<file path="src/rtl/spi_dac_pkg.sv">
// Shared types and constants for the SPI DAC writer: FSM state encoding, frame geometry
// and the helper that assembles the 16-bit DAC frame.
package spi_dac_pkg;

    localparam int          FRAME_BITS  = 16;
    localparam int          BIT_CNT_W   = $clog2(FRAME_BITS);
    localparam logic [3:0]  DEFAULT_CMD = 4'h3;

    typedef enum logic [2:0] {
        ST_IDLE,
        ST_SETUP,
        ST_SHIFT,
        ST_HOLD,
        ST_LDAC
    } state_t;

    function automatic logic [FRAME_BITS-1:0] build_frame(input logic [3:0] cmd,
                                                          input logic [7:0] code);
        return {cmd, code, 4'b0000};
    endfunction

endpackage

</file>
<file path="src/rtl/spi_dac_tx_if.sv">
// Request/status handshake between the sweep controller (master) and the DAC writer (slave).
interface spi_dac_tx_if;

    logic       start;
    logic [7:0] data;
    logic       busy;
    logic       done;

    modport master (output start, output data, input busy, input done);
    modport slave  (input start, input data, output busy, output done);

endinterface

</file>
<file path="src/rtl/spi_sclk_gen.sv">
// SPI clock divider: sclk toggles every CLK_DIV clk cycles while enabled, idles low otherwise.
// The ticks flag the cycle just before sclk rises or falls.
module spi_sclk_gen #(
    parameter int CLK_DIV = 4
) (
    input  logic clk,
    input  logic reset,
    input  logic en,
    output logic rise_tick,
    output logic fall_tick,
    output logic sclk
);

    localparam int DIV_W = (CLK_DIV > 1) ? $clog2(CLK_DIV) : 1;

    logic [DIV_W-1:0] cnt;
    logic             wrap;

    assign wrap      = en && (cnt == DIV_W'(CLK_DIV - 1));
    assign rise_tick = wrap && !sclk;
    assign fall_tick = wrap &&  sclk;

    // NOTE: state registers use non-blocking assignments so every flop samples pre-edge values.
    always_ff @(posedge clk or posedge reset) begin
        if (reset) begin
            cnt  <= '0;
            sclk <= 1'b0;
        end else if (!en) begin
            cnt  <= '0;
            sclk <= 1'b0;
        end else if (wrap) begin
            cnt  <= '0;
            sclk <= ~sclk;
        end else begin
            cnt  <= cnt + 1'b1;
        end
    end

endmodule

</file>
<file path="src/rtl/spi_dac_tx.sv">
// SPI mode-0 writer: sends {CMD, code, 4'b0} MSB first per accepted request.
// Optional LDAC strobe after cs_n rises is enabled with `define SPI_DAC_LDAC_EN.
module spi_dac_tx
    import spi_dac_pkg::*;
#(
    parameter int         CLK_DIV    = 4,
    parameter int         CS_SETUP   = 2,
    parameter int         CS_HOLD    = 2,
    parameter logic [3:0] CMD        = DEFAULT_CMD,
    parameter int         LDAC_WIDTH = 2
) (
    input  logic         clk,
    input  logic         reset,
    spi_dac_tx_if.slave  bus,
    output logic         sclk,
    output logic         mosi,
    output logic         cs_n
`ifdef SPI_DAC_LDAC_EN
    ,
    output logic         ldac_n
`endif
);

    localparam int CNT_MAX = (CS_SETUP > CS_HOLD)
                           ? ((CS_SETUP > LDAC_WIDTH) ? CS_SETUP : LDAC_WIDTH)
                           : ((CS_HOLD  > LDAC_WIDTH) ? CS_HOLD  : LDAC_WIDTH);
    localparam int CNT_W   = $clog2(CNT_MAX + 1);

    state_t                 state;
    logic [FRAME_BITS-1:0]  shreg;
    logic [FRAME_BITS-1:0]  frame_in;
    logic [BIT_CNT_W-1:0]   bit_cnt;
    logic [CNT_W-1:0]       cnt;
    logic                   shift_en;
    logic                   rise_tick;
    logic                   fall_tick;
    logic                   busy_q;
    logic                   done_q;

    assign frame_in = build_frame(CMD, bus.data);
    assign shift_en = (state == ST_SHIFT);
    assign bus.busy = busy_q;
    assign bus.done = done_q;

    spi_sclk_gen #(.CLK_DIV(CLK_DIV)) u_sclk_gen (
        .clk       (clk),
        .reset     (reset),
        .en        (shift_en),
        .rise_tick (rise_tick),
        .fall_tick (fall_tick),
        .sclk      (sclk)
    );

    always_ff @(posedge clk or posedge reset) begin
        if (reset) begin
            state   <= ST_IDLE;
            // NOTE: the shift register is a plain register, not a memory, so it is reset with the rest.
            shreg   <= '0;
            bit_cnt <= '0;
            cnt     <= '0;
            cs_n    <= 1'b1;
            mosi    <= 1'b0;
            busy_q  <= 1'b0;
            done_q  <= 1'b0;
`ifdef SPI_DAC_LDAC_EN
            ldac_n  <= 1'b1;
`endif
        end else begin
            done_q <= 1'b0;
            case (state)
                // A request landing in the done cycle is dropped so cs_n always sees a high gap.
                ST_IDLE: begin
                    if (bus.start && !done_q) begin
                        shreg   <= frame_in;
                        mosi    <= frame_in[FRAME_BITS-1];
                        cs_n    <= 1'b0;
                        busy_q  <= 1'b1;
                        cnt     <= '0;
                        bit_cnt <= '0;
                        state   <= ST_SETUP;
                    end
                end
                ST_SETUP: begin
                    if (cnt == CNT_W'(CS_SETUP - 1)) begin
                        cnt   <= '0;
                        state <= ST_SHIFT;
                    end else begin
                        cnt <= cnt + 1'b1;
                    end
                end
                // bit_cnt counts rises and wraps to zero on the 16th, marking the last bit.
                ST_SHIFT: begin
                    if (rise_tick) begin
                        bit_cnt <= bit_cnt + 1'b1;
                    end
                    if (fall_tick) begin
                        if (bit_cnt == '0) begin
                            state <= ST_HOLD;
                        end else begin
                            shreg <= shreg << 1;
                            mosi  <= shreg[FRAME_BITS-2];
                        end
                    end
                end
                ST_HOLD: begin
                    if (cnt == CNT_W'(CS_HOLD - 1)) begin
                        cnt   <= '0;
                        cs_n  <= 1'b1;
                        mosi  <= 1'b0;
`ifdef SPI_DAC_LDAC_EN
                        state <= ST_LDAC;
`else
                        busy_q <= 1'b0;
                        done_q <= 1'b1;
                        state  <= ST_IDLE;
`endif
                    end else begin
                        cnt <= cnt + 1'b1;
                    end
                end
`ifdef SPI_DAC_LDAC_EN
                // First LDAC cycle is the cs_n-high gap; the strobe then spans LDAC_WIDTH cycles.
                ST_LDAC: begin
                    if (cnt == CNT_W'(LDAC_WIDTH)) begin
                        cnt    <= '0;
                        ldac_n <= 1'b1;
                        busy_q <= 1'b0;
                        done_q <= 1'b1;
                        state  <= ST_IDLE;
                    end else begin
                        ldac_n <= 1'b0;
                        cnt    <= cnt + 1'b1;
                    end
                end
`endif
                // NOTE: a default arm keeps unused encodings recoverable and the case fully specified.
                default: state <= ST_IDLE;
            endcase
        end
    end

endmodule

</file>
<file path="src/flat_wrapper.sv">
// flat-port wrapper written by rule: the top's interface ports become plain ports
module spi_dac_tx_flat import spi_dac_pkg::*;
#(
    parameter int         CLK_DIV    = 4,
    parameter int         CS_SETUP   = 2,
    parameter int         CS_HOLD    = 2,
    parameter logic [3:0] CMD        = DEFAULT_CMD,
    parameter int         LDAC_WIDTH = 2
)
  (clk, reset, sclk, mosi, cs_n, bus_start, bus_data, bus_busy, bus_done);
  spi_dac_tx_if bus_i ();
  input  logic clk;
  input  logic reset;
  output logic sclk;
  output logic mosi;
  output logic cs_n;
  input wire logic [$bits(bus_i.start)-1:0] bus_start;
  input wire logic [$bits(bus_i.data)-1:0] bus_data;
  output wire logic [$bits(bus_i.busy)-1:0] bus_busy;
  output wire logic [$bits(bus_i.done)-1:0] bus_done;
  assign bus_i.start = bus_start;
  assign bus_i.data = bus_data;
  assign bus_busy = bus_i.busy;
  assign bus_done = bus_i.done;
  spi_dac_tx #(.CLK_DIV(CLK_DIV), .CS_SETUP(CS_SETUP), .CS_HOLD(CS_HOLD), .CMD(CMD), .LDAC_WIDTH(LDAC_WIDTH)) u_core (.clk(clk), .reset(reset), .bus(bus_i), .sclk(sclk), .mosi(mosi), .cs_n(cs_n));
endmodule
</file>
<file path="config.mk">
export PLATFORM = sky130hd
export DESIGN_NAME = spi_dac_tx_flat
export DESIGN_NICKNAME = d
export VERILOG_FILES = /design/src/rtl/spi_dac_pkg.sv /design/src/rtl/spi_dac_tx_if.sv /design/src/rtl/spi_sclk_gen.sv /design/src/rtl/spi_dac_tx.sv /design/src/flat_wrapper.sv
export SDC_FILE = /design/constraint.sdc
export NUM_CORES = 1
export LEC_CHECK = 0
export CAP_MARGIN = 20
export CORE_MARGIN = 2
export CORE_UTILIZATION = 30
export CTS_CLUSTER_SIZE = 14
export DETAILED_ROUTE_END_ITERATION = 16
export GPL_TIMING_DRIVEN = 0
export PLACE_DENSITY = 0.5
export SLEW_MARGIN = 10
export SYNTH_ARGS = -nofsm -noshare
export SYNTH_HDL_FRONTEND = slang
export SYNTH_SLANG_ARGS = --single-unit
</file>
<file path="constraint.sdc">
create_clock -name clk -period 3.61 [get_ports clk]
set_input_delay 0.722 -clock clk [delete_from_list [all_inputs] [get_ports clk]]
set_output_delay 0.722 -clock clk [all_outputs]
set_load 0.02 [all_outputs]
</file>
==> flow_summary.yaml <==
detailed_routing:
  first_pass_iters: 4
  drt_iter0_drc: 42
  via_count: 1002
  totalWireLength_mm: 2.74
  antenna_left: 0
  wl_per_cell_um: 13.1
  via_per_inst: 4.79
  drc: 0
layout:
  antenna_cells: 0
  nets: 177
  seqCellArea_um2: 652
  multi_input_area_um2: 646
  final_cells: 209
  drive_above_1_share_pct: 10.2
  fillers: 420
  syn_to_final_growth_pct: 23.0
setup_path:
  crit_required_ns: 2.89
  critPathMaxFanout: 3
  critPathCaptureType: "output pin"
  crit_type: "flop to output pin"
  arrival_ns: 1.43
  cp_slowest_cell: "clkdlybuf4s50_1"
  start_kind: "flop"
  cp_top_family: "buffers and inverters"
  path_buf_inv: 1
  crit_chain: "clkdlybuf4s50_1"
  slowest_delay_ns: 0.61
cts:
  hold_buffers: 0
  clk_pin_slew_ns: 0.09
  cts-resized-gates: 0
  htreeDepth: 1
  clkSinkCount: 26
  cts_tree: "yes"
  cts_buffers: 3
  post_cts_buffers: 0
  cts_max_path_buffers: 2
  cts_root_buf: "clkbuf_8"
  clk_latency_ns: 0.27
timing:
  max_freq_mhz: 465
  finalClockSkew_ns: 0.00335
  min_period_ns: 2.15
  rsz0062_at_grt: "no"
  slew_headroom_pct: 58.7
  hold_viol: 0
  holdWs_ns: 0.431
  finalSetupViolations: 0
  fin_setup_tns_ns: 0
  tightestPinTransition_ns: 0.619
  slew_violations: 0
  post-route-period-util_pct: 59.5
synth:
  syn-num-nets: 156
  synth-main-ff-cell: "dfrtp_1"
  syn-instance-count: 137
  synth_compound_area_share_pct: 16.7
  ys_seq_area_share_pct: 47.8
  synthesis.area_um2: 1360
  yosys-top-cells-count: "dfrtp_1, nor2_1, a21oi_1, inv_1"
  synth_top_family_by_area: "compound AO/OA/AOI/OAI gates"
  synth-simple-area-share_pct: 16.3
  yosys_warnings: 0
  synth_seq_cells: 26
  synth.most_common_cell: "dfrtp_1"
  muxShareOfSynthArea_pct: 6.97
  avgSynthCellArea_um2: 9.95
  synth_area_leaders: "dfrtp_1, ha_1, mux2i_1, a21oi_1, nor2_1"
  synth_top_area_share_pct: 45.9
  synthAdderAreaFrac_pct: 7.34
  ys_types: 35
  synth_xor_area_share_pct: 0
  synth-edff-count: 0
  async_flop_share_pct: 100
  yosysTopAreaCell: "dfrtp_1"
die:
  die_w_um: 71.4
  initial_utilization_pct: 31.3
  num_rows: 24
  core_um2: 4350
  die_h_um: 71.4
  pin_count: 16
  dieArea_um2: 5100
power_and_ir_drop:
  leakagePower_nw: 0.752
  powerDensity_nw_per_um2: 833
  irDropWorstVdd_v: 0.000353
global_routing:
  grt_max_degree: 27
  grt_pass1_vias: 1003
  grt-ovfl-total: 0
  antenna_found_initial: 0
  grt_pass1_wl_mm: 4.70
  grtUsageTotal_pct: 11.5
placed_design:
  dp_hpwl_mm: 2.00
  dpl.cell_count: 204
  gp_routability_congestion: 0.789
  io_buffers: 15
hold_path:
  min_path_type: "flop to flop"
run:
  drv_cap: 0
run_status:
  status: "finished, final reports clean"
==> logic make-up after synthesis <==
logic type / after synthesis
AND/OR/NAND/NOR: 43
multiplexers: 9
buffers and inverters: 17
adder cells (fa/ha/maj): 8
AO/OA/AOI/OAI: 34
flip-flops: 26
==> metal layers <==
layer | global-route usage [%] | share of wire, % | vias up
met4 | 0.629 | 0.26 | 0
met2 | 19.0 | 48 | 16
met5 | 0 | 0 | -
met3 | 3.52 | 4.3 | 2
met1 | 15.6 | 48 | 469
li1 | - | - | 515
==> flip-flops by register name (all words and copies together), names as in the netlist <==
register and count:
u_core.bit_cnt 4, u_core.bus.busy 1, u_core.bus.done 1, u_core.cnt 2
u_core.cs_n 1, u_core.mosi 1, u_core.shreg 11, u_core.state 2
u_core.u_sclk_gen.cnt 2, u_core.u_sclk_gen.sclk 1
==> layout make-up <==
type,instances,share of cell area [%]
well taps,52,3.88
inverters,13,2.91
repair buffers,16,10.6
multi-input cells,94,38.5
plain buffers,4,1.04
flip-flops and latches,26,38.9
clock buffers,3,2.46
clock inverters,1,1.79
==> report_power, final <==
group	switching [mW]	internal [mW]	leakage, nW
clock network	0.0953	0.148	0.0357
registers	0.0713	0.404	0.315
logic	0.384	0.295	0.401
==> cell usage in the layout, fill, tap and decap left out, types with 2 or more instances in the layout <==
| cell type | count |
|---|---|
| a21boi_0 | 2 |
| a21oi_1 | 13 |
| a22o_1 | 3 |
| a31oi_1 | 4 |
| buf_2 | 2 |
| clkbuf_1 | 2 |
| clkbuf_8 | 3 |
| clkdlybuf4s50_1 | 15 |
| dfrtp_1 | 25 |
| ha_1 | 8 |
| inv_1 | 13 |
| mux2i_1 | 8 |
| nand2_1 | 8 |
| nand2b_1 | 6 |
| nor2_1 | 15 |
| nor2b_1 | 2 |
| o21ai_0 | 5 |
| or3_1 | 2 |
==> final timing paths <==
kind,start,end,slack (ns),cells past startpoint
max in group asynchronous,reset,u_core.cs_n$_DFFE_PP1P_,2.33,3
worst max register to register,u_core.state[0]$_DFFE_PP0P_,u_core.shreg[13]$_DFFE_PP0P_,1.56,6
worst max-delay path,u_core.cs_n$_DFFE_PP1P_,cs_n,1.46,1
min in group asynchronous,reset,u_core.shreg[7]$_DFFE_PP0P_,0.75,2
worst min-delay path,u_core.u_sclk_gen.cnt[0]$_DFF_PP0_,u_core.u_sclk_gen.cnt[0]$_DFF_PP0_,0.43,1
worst min register to register,u_core.u_sclk_gen.cnt[0]$_DFF_PP0_,u_core.u_sclk_gen.cnt[0]$_DFF_PP0_,0.43,1
==> metrics by stage <==
| step | cell area, um2 | worst slack, ns | power [mW] | util (%) |
|---|---|---|---|---|
| 2_1_floorplan | 1360 | 1.84 | 0.975 | - |
| 3_3_place_gp | 1580 | 1.25 | 1.14 | 36.3 |
| 3_5_place_dp | 1580 | 1.24 | 1.16 | 36.3 |
| 4_1_cts | 1650 | 1.45 | 1.41 | 37.9 |
| 5_1_grt | 1680 | 1.32 | 1.51 | 38.5 |
| 6_report | 1680 | 1.46 | 1.40 | 38.5 |
(Power assumes the default switching activity.)
